$ cat src/rtl/apb_uart_fifo.sv
// APB3 UART with TX/RX FIFOs, 16-bit baud divider, parity and 1/2 stop bits.
// Define UART_LOOPBACK_EN to implement CTRL[6] internal loopback.
module apb_uart_fifo_buf #(
  parameter int DEPTH = 16
) (
  input  logic       clk,
  input  logic       rst_n,
  input  logic       push,
  input  logic       pop,
  input  logic [7:0] wdata,
  output logic [7:0] rdata,
  output logic       full,
  output logic       empty
);
  localparam int AW = $clog2(DEPTH);
  localparam logic [AW:0] PTR_ONE = (AW+1)'(1);

  logic [AW:0] wptr_q, wptr_d;
  logic [AW:0] rptr_q, rptr_d;
  logic [7:0]  mem_q [DEPTH];
  logic        do_push, do_pop;

  assign empty = (wptr_q == rptr_q);
  assign full  = (wptr_q[AW] != rptr_q[AW]) &&
                 (wptr_q[AW-1:0] == rptr_q[AW-1:0]);
  assign rdata = mem_q[rptr_q[AW-1:0]];

  // A pop frees the slot, so a full FIFO may push in the same cycle
  assign do_pop  = pop & ~empty;
  assign do_push = push & (~full | do_pop);

  always_comb begin
    wptr_d = wptr_q;
    rptr_d = rptr_q;
    if (do_push) wptr_d = wptr_q + PTR_ONE;
    if (do_pop)  rptr_d = rptr_q + PTR_ONE;
  end

  always_ff @(posedge clk) begin
    if (!rst_n) begin
      wptr_q <= '0;
      rptr_q <= '0;
    end else begin
      wptr_q <= wptr_d;
      rptr_q <= rptr_d;
    end
  end

  always_ff @(posedge clk) begin
    if (do_push) mem_q[wptr_q[AW-1:0]] <= wdata;
  end
endmodule

module apb_uart_fifo #(
  parameter int          TX_DEPTH   = 16,
  parameter int          RX_DEPTH   = 16,
  parameter int          APB_DWIDTH = 16,
  parameter logic [15:0] RESET_DIV  = 16'd0
) (
  input  logic                  PCLK,
  input  logic                  PRESETN,
  input  logic [4:0]            PADDR,
  input  logic                  PSEL,
  input  logic                  PENABLE,
  input  logic                  PWRITE,
  input  logic [APB_DWIDTH-1:0] PWDATA,
  output logic [APB_DWIDTH-1:0] PRDATA,
  output logic                  PREADY,
  output logic                  PSLVERR,
  input  logic                  RX,
  output logic                  TX,
  output logic                  TXRDY,
  output logic                  RXRDY,
  output logic                  IRQ
);
`ifdef UART_LOOPBACK_EN
  localparam int CW = 7;
`else
  localparam int CW = 6;
`endif

  typedef enum logic [2:0] {
    TX_IDLE, TX_START, TX_DATA, TX_PARITY, TX_STOP1, TX_STOP2
  } tx_state_e;

  typedef enum logic [2:0] {
    RX_IDLE, RX_START, RX_DATA, RX_PARITY, RX_STOP
  } rx_state_e;

  logic [CW-1:0]         ctrl_q, ctrl_d;
  logic [2:0]            ien_q, ien_d;
  logic [15:0]           baud_q, baud_d;
  logic [15:0]           cnt_q, cnt_d;
  logic                  perr_q, perr_d;
  logic                  ferr_q, ferr_d;
  logic                  rovf_q, rovf_d;
  logic                  tovf_q, tovf_d;
  logic [APB_DWIDTH-1:0] prdata_q, prdata_d;

  tx_state_e             tst_q, tst_d;
  logic [3:0]            tcnt_q, tcnt_d;
  logic [2:0]            tbit_q, tbit_d;
  logic [7:0]            tdata_q, tdata_d;

  rx_state_e             rst_q, rst_d;
  logic [3:0]            rcnt_q, rcnt_d;
  logic [2:0]            rbit_q, rbit_d;
  logic [7:0]            rsh_q, rsh_d;
  logic                  rpar_q, rpar_d;
  logic                  rx1_q, rx2_q, rx3_q;

  logic [2:0]  addr;
  logic        setup_rd, acc_wr, acc_rd;
  logic        tick;
  logic        bit8, par_en, odd, two_stop, tx_en, rx_en, lb;
  logic [2:0]  last_bit;
  logic        tx_wr, tx_pop, tx_full, tx_empty;
  logic [7:0]  tx_rdata;
  logic        rx_push, rx_pop, rx_full, rx_empty;
  logic [7:0]  rx_rdata, rx_byte;
  logic        set_perr, set_ferr;
  logic        tx_line, tx_par, rx_in, tx_busy;
  logic [8:0]  status;
  logic [15:0] rd_val;
  logic        unused_ok;

  assign unused_ok = ^{PADDR[1:0], PWDATA};

  assign addr     = PADDR[4:2];
  assign setup_rd = PSEL & ~PENABLE & ~PWRITE;
  assign acc_wr   = PSEL & PENABLE & PWRITE;
  assign acc_rd   = PSEL & PENABLE & ~PWRITE;

  assign bit8     = ctrl_q[0];
  assign par_en   = ctrl_q[1];
  assign odd      = ctrl_q[2];
  assign two_stop = ctrl_q[3];
  assign tx_en    = ctrl_q[4];
  assign rx_en    = ctrl_q[5];
  assign last_bit = bit8 ? 3'd7 : 3'd6;

`ifdef UART_LOOPBACK_EN
  assign lb    = ctrl_q[6];
  assign rx_in = lb ? tx_line : RX;
`else
  assign lb    = 1'b0;
  assign rx_in = RX;
`endif

  assign tick   = (cnt_q == baud_q);
  assign tx_wr  = acc_wr & (addr == 3'd0);
  assign rx_pop = acc_rd & (addr == 3'd1) & ~rx_empty;

  apb_uart_fifo_buf #(.DEPTH(TX_DEPTH)) u_txf (
    .clk   (PCLK),
    .rst_n (PRESETN),
    .push  (tx_wr),
    .pop   (tx_pop),
    .wdata (PWDATA[7:0]),
    .rdata (tx_rdata),
    .full  (tx_full),
    .empty (tx_empty)
  );

  apb_uart_fifo_buf #(.DEPTH(RX_DEPTH)) u_rxf (
    .clk   (PCLK),
    .rst_n (PRESETN),
    .push  (rx_push),
    .pop   (rx_pop),
    .wdata (rx_byte),
    .rdata (rx_rdata),
    .full  (rx_full),
    .empty (rx_empty)
  );

  // Transmitter
  always_comb begin
    tst_d   = tst_q;
    tcnt_d  = tcnt_q;
    tbit_d  = tbit_q;
    tdata_d = tdata_q;
    tx_pop  = 1'b0;
    if (tick) begin
      if (tst_q == TX_IDLE) begin
        if (tx_en && !tx_empty) begin
          tst_d   = TX_START;
          tcnt_d  = 4'd0;
          tbit_d  = 3'd0;
          tdata_d = tx_rdata;
          tx_pop  = 1'b1;
        end
      end else if (tcnt_q != 4'd15) begin
        tcnt_d = tcnt_q + 4'd1;
      end else begin
        tcnt_d = 4'd0;
        unique case (tst_q)
          TX_START: tst_d = TX_DATA;
          TX_DATA: begin
            if (tbit_q == last_bit)
              tst_d = par_en ? TX_PARITY : TX_STOP1;
            else
              tbit_d = tbit_q + 3'd1;
          end
          TX_PARITY: tst_d = TX_STOP1;
          TX_STOP1:  tst_d = two_stop ? TX_STOP2 : TX_IDLE;
          default:   tst_d = TX_IDLE;
        endcase
      end
    end
  end

  assign tx_par  = ^(bit8 ? tdata_q : {1'b0, tdata_q[6:0]}) ^ odd;
  assign tx_busy = (tst_q != TX_IDLE);

  always_comb begin
    unique case (tst_q)
      TX_START:  tx_line = 1'b0;
      TX_DATA:   tx_line = tdata_q[tbit_q];
      TX_PARITY: tx_line = tx_par;
      default:   tx_line = 1'b1;
    endcase
  end

  assign TX = lb | tx_line;

  // Receiver: bits sampled on the 8th tick after each bit boundary
  assign rx_byte = bit8 ? rsh_q : {1'b0, rsh_q[6:0]};

  always_comb begin
    rst_d    = rst_q;
    rcnt_d   = rcnt_q;
    rbit_d   = rbit_q;
    rsh_d    = rsh_q;
    rpar_d   = rpar_q;
    rx_push  = 1'b0;
    set_perr = 1'b0;
    set_ferr = 1'b0;
    if (!rx_en) begin
      rst_d = RX_IDLE;
    end else if (rst_q == RX_IDLE) begin
      if (rx3_q && !rx2_q) begin
        rst_d  = RX_START;
        rcnt_d = 4'd0;
        rbit_d = 3'd0;
      end
    end else if (tick) begin
      rcnt_d = rcnt_q + 4'd1;
      unique case (rst_q)
        RX_START: begin
          if (rcnt_q == 4'd7 && rx2_q) rst_d = RX_IDLE;
          else if (rcnt_q == 4'd15)    rst_d = RX_DATA;
        end
        RX_DATA: begin
          if (rcnt_q == 4'd7) rsh_d[rbit_q] = rx2_q;
          if (rcnt_q == 4'd15) begin
            if (rbit_q == last_bit)
              rst_d = par_en ? RX_PARITY : RX_STOP;
            else
              rbit_d = rbit_q + 3'd1;
          end
        end
        RX_PARITY: begin
          if (rcnt_q == 4'd7)  rpar_d = rx2_q;
          if (rcnt_q == 4'd15) rst_d = RX_STOP;
        end
        RX_STOP: begin
          if (rcnt_q == 4'd7) begin
            rx_push  = 1'b1;
            set_ferr = ~rx2_q;
            set_perr = par_en & (rpar_q != (^rx_byte ^ odd));
            rst_d    = RX_IDLE;
          end
        end
        default: rst_d = RX_IDLE;
      endcase
    end
  end

  assign status = {tovf_q, rovf_q, ferr_q, perr_q,
                   tx_busy, rx_full, tx_empty, ~rx_empty, ~tx_full};

  // Register file; sticky flags favour a new event over a same-cycle clear
  always_comb begin
    ctrl_d = ctrl_q;
    ien_d  = ien_q;
    baud_d = baud_q;
    cnt_d  = tick ? 16'd0 : cnt_q + 16'd1;
    perr_d = perr_q;
    ferr_d = ferr_q;
    rovf_d = rovf_q;
    tovf_d = tovf_q;
    if (acc_wr) begin
      case (addr)
        3'd2: begin
          baud_d = PWDATA[15:0];
          cnt_d  = 16'd0;
        end
        3'd3: ctrl_d = PWDATA[CW-1:0];
        3'd4: begin
          perr_d = perr_q & ~PWDATA[5];
          ferr_d = ferr_q & ~PWDATA[6];
          rovf_d = rovf_q & ~PWDATA[7];
          tovf_d = tovf_q & ~PWDATA[8];
        end
        3'd5: ien_d = PWDATA[2:0];
        default: ;
      endcase
    end
    if (set_perr) perr_d = 1'b1;
    if (set_ferr) ferr_d = 1'b1;
    if (rx_push && rx_full && !rx_pop)  rovf_d = 1'b1;
    if (tx_wr && tx_full && !tx_pop)    tovf_d = 1'b1;
  end

  always_comb begin
    case (addr)
      3'd1:    rd_val = rx_empty ? 16'd0 : {8'd0, rx_rdata};
      3'd2:    rd_val = baud_q;
      3'd3:    rd_val = 16'(ctrl_q);
      3'd4:    rd_val = 16'(status);
      3'd5:    rd_val = {13'd0, ien_q};
      default: rd_val = 16'd0;
    endcase
    prdata_d = setup_rd ? APB_DWIDTH'(rd_val) : prdata_q;
  end

  always_ff @(posedge PCLK) begin
    if (!PRESETN) begin
      ctrl_q   <= '0;
      ien_q    <= '0;
      baud_q   <= RESET_DIV;
      cnt_q    <= '0;
      perr_q   <= 1'b0;
      ferr_q   <= 1'b0;
      rovf_q   <= 1'b0;
      tovf_q   <= 1'b0;
      prdata_q <= '0;
      tst_q    <= TX_IDLE;
      tcnt_q   <= '0;
      tbit_q   <= '0;
      tdata_q  <= '0;
      rst_q    <= RX_IDLE;
      rcnt_q   <= '0;
      rbit_q   <= '0;
      rsh_q    <= '0;
      rpar_q   <= 1'b0;
      rx1_q    <= 1'b1;
      rx2_q    <= 1'b1;
      rx3_q    <= 1'b1;
    end else begin
      ctrl_q   <= ctrl_d;
      ien_q    <= ien_d;
      baud_q   <= baud_d;
      cnt_q    <= cnt_d;
      perr_q   <= perr_d;
      ferr_q   <= ferr_d;
      rovf_q   <= rovf_d;
      tovf_q   <= tovf_d;
      prdata_q <= prdata_d;
      tst_q    <= tst_d;
      tcnt_q   <= tcnt_d;
      tbit_q   <= tbit_d;
      tdata_q  <= tdata_d;
      rst_q    <= rst_d;
      rcnt_q   <= rcnt_d;
      rbit_q   <= rbit_d;
      rsh_q    <= rsh_d;
      rpar_q   <= rpar_d;
      rx1_q    <= rx_in;
      rx2_q    <= rx1_q;
      rx3_q    <= rx2_q;
    end
  end

  assign PRDATA  = prdata_q;
  assign PREADY  = 1'b1;
  assign PSLVERR = 1'b0;
  assign TXRDY   = ~tx_full;
  assign RXRDY   = ~rx_empty;
  assign IRQ     = (ien_q[0] & ~rx_empty) | (ien_q[1] & tx_empty) |
                   (ien_q[2] & (perr_q | ferr_q | rovf_q | tovf_q));
endmodule

$ cat config.mk
export PLATFORM = sky130hd
export DESIGN_NAME = apb_uart_fifo
export DESIGN_NICKNAME = d
export VERILOG_FILES = /design/src/rtl/apb_uart_fifo.sv
export SDC_FILE = /design/constraint.sdc
export NUM_CORES = 1
export LEC_CHECK = 0
export BUFFER_PORTS_ARGS = -buffer_cell sky130_fd_sc_hd__buf_2
export CAP_MARGIN = 25
export CORE_UTILIZATION = 32
export DETAILED_ROUTE_END_ITERATION = 8
export GPL_TIMING_DRIVEN = 0
export PLACE_DENSITY = 0.46
export SYNTH_ARGS = -nofsm -noshare
export SYNTH_HDL_FRONTEND = slang
export SYNTH_SLANG_ARGS = --single-unit
$ cat constraint.sdc
create_clock -name PCLK -period 6.1 [get_ports PCLK]
set_input_delay 1.22 -clock PCLK [delete_from_list [all_inputs] [get_ports PCLK]]
set_output_delay 1.22 -clock PCLK [all_outputs]
set_load 0.03 [all_outputs]
; After elaboration in Yosys (flattened, before gate mapping)
; Memory sizes are Yosys's and may differ from the RTL's. A register that Yosys moved wholly into a read port is not among the register bits.
; Index checks and enable logic that the tools add are counted.
[word_totals]
wordCells = 250
output_inout_bits = 22
inputBits = 27
regBits = 113
mem_count = 2
ram_bits = 256
[memory_table]
columns = memory, words, word_bits, read_ports, rd_clocked_by_memory_dff, wr, line_no
row1 = u_rxf.mem_q, 16, 8, 1, 1, 1, 20  ; logic [7:0] mem_q [DEPTH];
row2 = u_txf.mem_q, 16, 8, 1, 1, 1, 20
[op_classes]
n_mux = 84
bitwise = 41
n_lt_le_gt_ge = 3
eq_ne = 37
add_sub_neg = 9
reduce_logical = 50
[ops]
columns = operator, count
row1 = 16-bit case mux with 5 select lines, 1
row2 = 3-bit two-way mux, 26
row3 = 16-bit two-way mux, 3
row4 = 1-bit two-way mux, 37
row5 = 4-bit two-way mux, 8
row6 = 8-bit two-way mux, 3
row7 = 3-bit case mux with 4 select lines, 2
row8 = 2-bit nonzero test, 12
row9 = 5-bit by 1-bit adder with 5-bit output (second input constant), 4
row10 = 1-bit bitwise AND, 20
row11 = 3-bit by 2-bit == test with 1-bit output (second input constant), 6
row12 = 2-bit AND reduction, 9
row13 = 16-bit by 1-bit adder with 16-bit output (second input constant), 1
row14 = 16-bit == test, 1
row15 = 8-bit XOR reduction, 2
row16 = 3-bit inequality test (second input constant), 5
row17 = 5-bit AND reduction, 3
row18 = 3-bit == test (second input constant), 4
row19 = 1-bit inverter, 12
row20 = 5-bit == test, 2
row21 = 1-bit logical AND, 10
row22 = 3-bit by 1-bit == test with 1-bit output (second input constant), 3
row23 = 3-bit zero test, 3
row24 = 4-bit by 1-bit adder with 4-bit output (second input constant), 2
row25 = other kinds (23), 45

; Longest topological paths before layout
[depth]
word_depth = 12
mapped_depth = 9
ltp_nobuf = 7

; Hierarchy
; Synthesis repeated with hierarchy kept, for this count alone.
[hier_totals]
hier_cells = 1156
hier_area_um2 = 16554.6
[modules_own_cells]
columns = mod, area_each_um2, instances, seq_area_each_um2, cells_each
row1 = apb_uart_fifo_buf, 5720.5, 2, 4124.0, 267
row2 = apb_uart_fifo, 5113.7, 1, 2021.9, 622

; Worst setup path before layout
; No wires, ideal clock.
[synth_path]
path_type = in2reg
startpoint = input port PADDR[3]
endpoint = memory u_rxf.mem_q[3][0], enable pin
n_path_buf = 0
required_time_ns = 5.717
setup_ns = 0.383
path_slack_ns = 2.772
arrival_ns = 2.945
stages = 6
path_cell_list = or3b_1 > nor3_1 > nor3b_2 > nor3_4 > nand2_1 > nor3_1
[synth_between]
elab_chain_len = 8
[synth_lines]
columns = element, line_no
row1 = from (decl), 62  ; input logic [4:0] PADDR,
row2 = 3-bit by 1-bit == test with 1-bit output, 152  ; assign rx_pop = acc_rd & (addr == 3'd1) & ~rx_empty;
row3 = 1-bit bitwise AND (2 in a row), 152
row4 = 1-bit bitwise AND, 29  ; assign do_pop = pop & ~empty;
row5 = 1-bit bitwise OR, 30  ; assign do_push = push & (~full | do_pop);
row6 = 1-bit bitwise AND, 30
row7 = 1-bit two-way mux, 50  ; if (do_push) mem_q[wptr_q[AW-1:0]] <= wdata;
row8 = 1-bit two-way mux (implied by the code), 50
row9 = to (decl), 20
; Every way passes these cells.

; Worst setup path in the final report
[layout_path]
startpoint = register u_rxf.wptr_q[3]
endpoint = output port IRQ
[layout_between]
elab_chain_len = 5
[layout_lines]
columns = element, line_no
row1 = from (decl), 18  ; logic [AW:0] wptr_q, wptr_d;
row2 = from (signal assigned), 44  ; wptr_q <= wptr_d;
row3 = 5-bit == test, 23  ; assign empty = (wptr_q == rptr_q);
row4 = 1-bit inverter, 380  ; assign IRQ = (ien_q[0] & ~rx_empty) | (ien_q[1] & tx_empty) |
row5 = 1-bit bitwise AND, 380
row6 = 1-bit bitwise OR (2 in a row), 380
row7 = to (decl), 74  ; output logic IRQ
; Every way passes these cells.

==> flow_metrics.env <==
export IMPL_rsz0062_at_grt="false"
export IMPL_start_util_pct=32.7
export IMPL_synth_nets=1167
export IMPL_dp_cells=1835
export IMPL_r2r_start="baud_q[15]$_SDFFE_PN0P_"
export IMPL_die_h_um=227
export IMPL_synth_edf_count=256
export IMPL_endpoint_kind="output port"
export IMPL_drive_above_1_share_pct=18.2
export IMPL_drt_wl_total_mm=41.4
export IMPL_grt_pass1_vias=9702
export IMPL_ys_flop_type="edfxtp_1"
export IMPL_firstDrtPassIters=4
export IMPL_setup_ws_ns=2.11
export IMPL_synth_seq_area_share_pct=63.1
export IMPL_overflow=0
export IMPL_die_w_um=227
export IMPL_cp_start_kind="flip-flop"
export IMPL_numCtsBuffers=44
export IMPL_drtAntennaViolNets=0
export IMPL_port_buffers=44
export IMPL_root_buffer="clkbuf_16"
export IMPL_grt_first_pass_wirelength_mm=62.2
export IMPL_grt_max_degree=20
export IMPL_hp_start="rx1_q$_SDFF_PN1_"
export IMPL_postCtsHoldBufs=0
export IMPL_wl_per_cell_um=21.6
export IMPL_synthCells=1125
export IMPL_vias=9577
export IMPL_skew_ns=0.0366
export IMPL_place_area_sq_mm=0.0172
export IMPL_synth_cell_types=67
export IMPL_area_growth_pct=15.6
export IMPL_status="completed"
export IMPL_antenna_found_initial=1
export IMPL_coreArea_sq_mm=0.0494
export IMPL_postCtsSetupBuffers=0
export IMPL_final_area_sq_mm=0.0187
export IMPL_syn_area_sq_mm=0.0161
export IMPL_first_iter_violations=701
export IMPL_die_area_sq_mm=0.0514
export IMPL_synthesis_yosys_warnings=0
export IMPL_leakagePower_nw=6.67
export IMPL_worstPathRequired_ns=4.88
export IMPL_cts_resized=0
export IMPL_slew_headroom_pct=36.0
export IMPL_yosys_area_top_type="edfxtp_1"
export IMPL_placementRows=81
export IMPL_drv_slew=0
export IMPL_setup_violations=0
export IMPL_cts_tree="built"
export IMPL_clkLatencyLatePin_ns=0.59
export IMPL_cap_violations=0
export IMPL_min_period_ns=3.99
export IMPL_syn_area_per_cell_sq_um=14.4
export IMPL_dp_hpwl_mm=28.2
export IMPL_synth_top_area_share_pct=47.6
export IMPL_vdd_ir_drop_max_uv=184
export IMPL_antennaDiodeCount=0
export IMPL_max_freq_ghz=0.251
export IMPL_post_place_ws_ns=2.38
export IMPL_hp_class="reg -> reg"
export IMPL_period_share_pct=65.3
export IMPL_p_per_area_mw_per_mm2=294
export IMPL_routed_via_density=5.00
export IMPL_crit_path_max_fanout=7
export IMPL_clk_pin_slew_worst_paths_ns=0.06
export IMPL_tightest_slew_ns=0.955
export IMPL_synth_area_leaders="edfxtp_1 (48%), dfxtp_1 (16%), mux4_2 (11%)"
export IMPL_nets=1259
export IMPL_critPathArrivalTime_ns=2.77
export IMPL_clock_path_buffers=3
export IMPL_gp_congestion=0.838
export IMPL_io_pins=49
export IMPL_layoutNonFillerInstCount=1914
export IMPL_crit_type="reg -> out"
export IMPL_ys_ff_latch=381
export IMPL_cp_startpoint="u_rxf.wptr_q[3]$_SDFFE_PN0P_"
export IMPL_htree_levels=2
export IMPL_fin_setup_tns_ns=0
export IMPL_async_reset_ff_share_pct=0
export IMPL_cts_sinks=381
export IMPL_route_detailed_drc=0
export IMPL_hold_violations=0
export IMPL_grt_total_usage_pct=16.6
==> state kept, by name, summed over array words and instances, names as in the netlist, 4 cells and up, named ones only <==
| signal | cells |
|---|---|
| tdata_q | 8 |
| u_rxf.wptr_q | 5 |
| u_rxf.mem_q | 128 |
| u_rxf.rptr_q | 5 |
| ctrl_q | 6 |
| u_txf.wptr_q | 5 |
| u_txf.mem_q | 128 |
| baud_q | 16 |
| u_txf.rptr_q | 5 |
| tcnt_q | 4 |
| PRDATA | 16 |
| rsh_q | 8 |
| cnt_q | 16 |
| rcnt_q | 4 |
==> critical path, stage by stage, from the launching register on <==
cell and delay [ns]:
dfxtp_1 0.30, clkbuf_1 0.32, xor2_1 0.11, nor4_1 0.55, nand2_1 0.31, a22oi_1 0.25
nand2_1 0.12, buf_2 0.22
==> metrics by stage <==
step	total power (W)	hold slack [ns]	util, %
finish	0.00548	0.414	37.8
global route	0.00566	0.434	37.8
CTS	0.00555	0.424	37.8
detailed placement	0.00292	0.396	34.9
global placement	0.00292	0.392	34.8
floorplan	0.00285	0.386	-
==> path summary, 6_finish.rpt <==
| check | end | slack [ns] | cells past startpoint |
|---|---|---|---|
| setup / recovery | IRQ | 2.11 | 7 |
| setup reg to reg | u_rxf.mem_q[11][5]$_DFFE_PP_ | 2.83 | 7 |
| hold / removal | rx2_q$_SDFF_PN1_ | 0.41 | 1 |
| hold reg to reg | rx2_q$_SDFF_PN1_ | 0.41 | 1 |
==> cells by family after synthesis <==
logic type | after synthesis | synth area share [%]
DFF | 381 | 63.1
and+or+nand+nor | 338 | 10.6
muxes | 121 | 14.0
AOI/OAI and AO/OA | 119 | 4.93
buffers and inverters | 81 | 2.42
xor gates and xnor gates | 68 | 3.69
adders and majority gates | 15 | 1.16
other | 2 | 0.0465
==> power by group <==
| group | internal, W | leakage, nW | switching (W) | total [W] |
|---|---|---|---|---|
| registers | 0.00274 | 3.65 | 0.00000477 | 0.00275 |
| logic | 0.0000275 | 2.34 | 0.0000910 | 0.000119 |
| clock network | 0.00154 | 0.689 | 0.00108 | 0.00262 |
==> synthesized netlist by cell type, types with 4 or more instances <==
master and count:
mux4_2 77, a21boi_0 5, nor4_1 10, and4_1 6
and2_1 14, o21ai_0 14, and3_1 37, a221oi_1 6
dfxtp_1 125, mux2i_1 37, xnor2_1 30, mux4_1 5
inv_1 17, or3_1 9, a21oi_1 42, nand2_1 94
buf_4 7, nand3_1 33, ha_1 15, a22oi_1 15
clkbuf_1 36, nor2_1 72, a22o_1 4, nand2b_1 10
nand4_1 11, xor2_1 38, a31oi_1 4, edfxtp_1 256
nor2b_1 11, buf_2 16, nor3_1 14
==> layout by cell type, fill, tap and decap left out, types with 30 or more instances in the layout <==
| cell | Yosys | routed |
|---|---|---|
| clkbuf_16 | 0 | 44 |
| xnor2_1 | 30 | 30 |
| dfxtp_1 | 125 | 125 |
| and3_1 | 37 | 37 |
| a21oi_1 | 42 | 42 |
| mux4_2 | 77 | 77 |
| nor2_1 | 72 | 72 |
| buf_2 | 16 | 61 |
| edfxtp_1 | 256 | 256 |
| mux2i_1 | 37 | 37 |
| xor2_1 | 38 | 38 |
| clkbuf_1 | 36 | 51 |
| nand3_1 | 33 | 33 |
| nand2_1 | 94 | 94 |
==> final cells by class <==
cell class              instances  area (sq um)
repair buffers                 46           236
clock buffers                  61          1180
multi-input cells             663          5570
clock inverters                18           251
plain buffers                  64           327
fillers                      4701         30700
inverters                      17          63.8
flip-flops and latches        381         10200
well taps                     664           831
==> routing by layer <==
metal  wire, um  global-route usage (%)  vias up
met1      19600                    23.1     4885
met5          0                       0        -
met4        973                    4.90        0
li1           -                       -     4457
met2      19100                    26.1      171
met3       1670                    3.23       64
(Power assumes the default switching activity.)
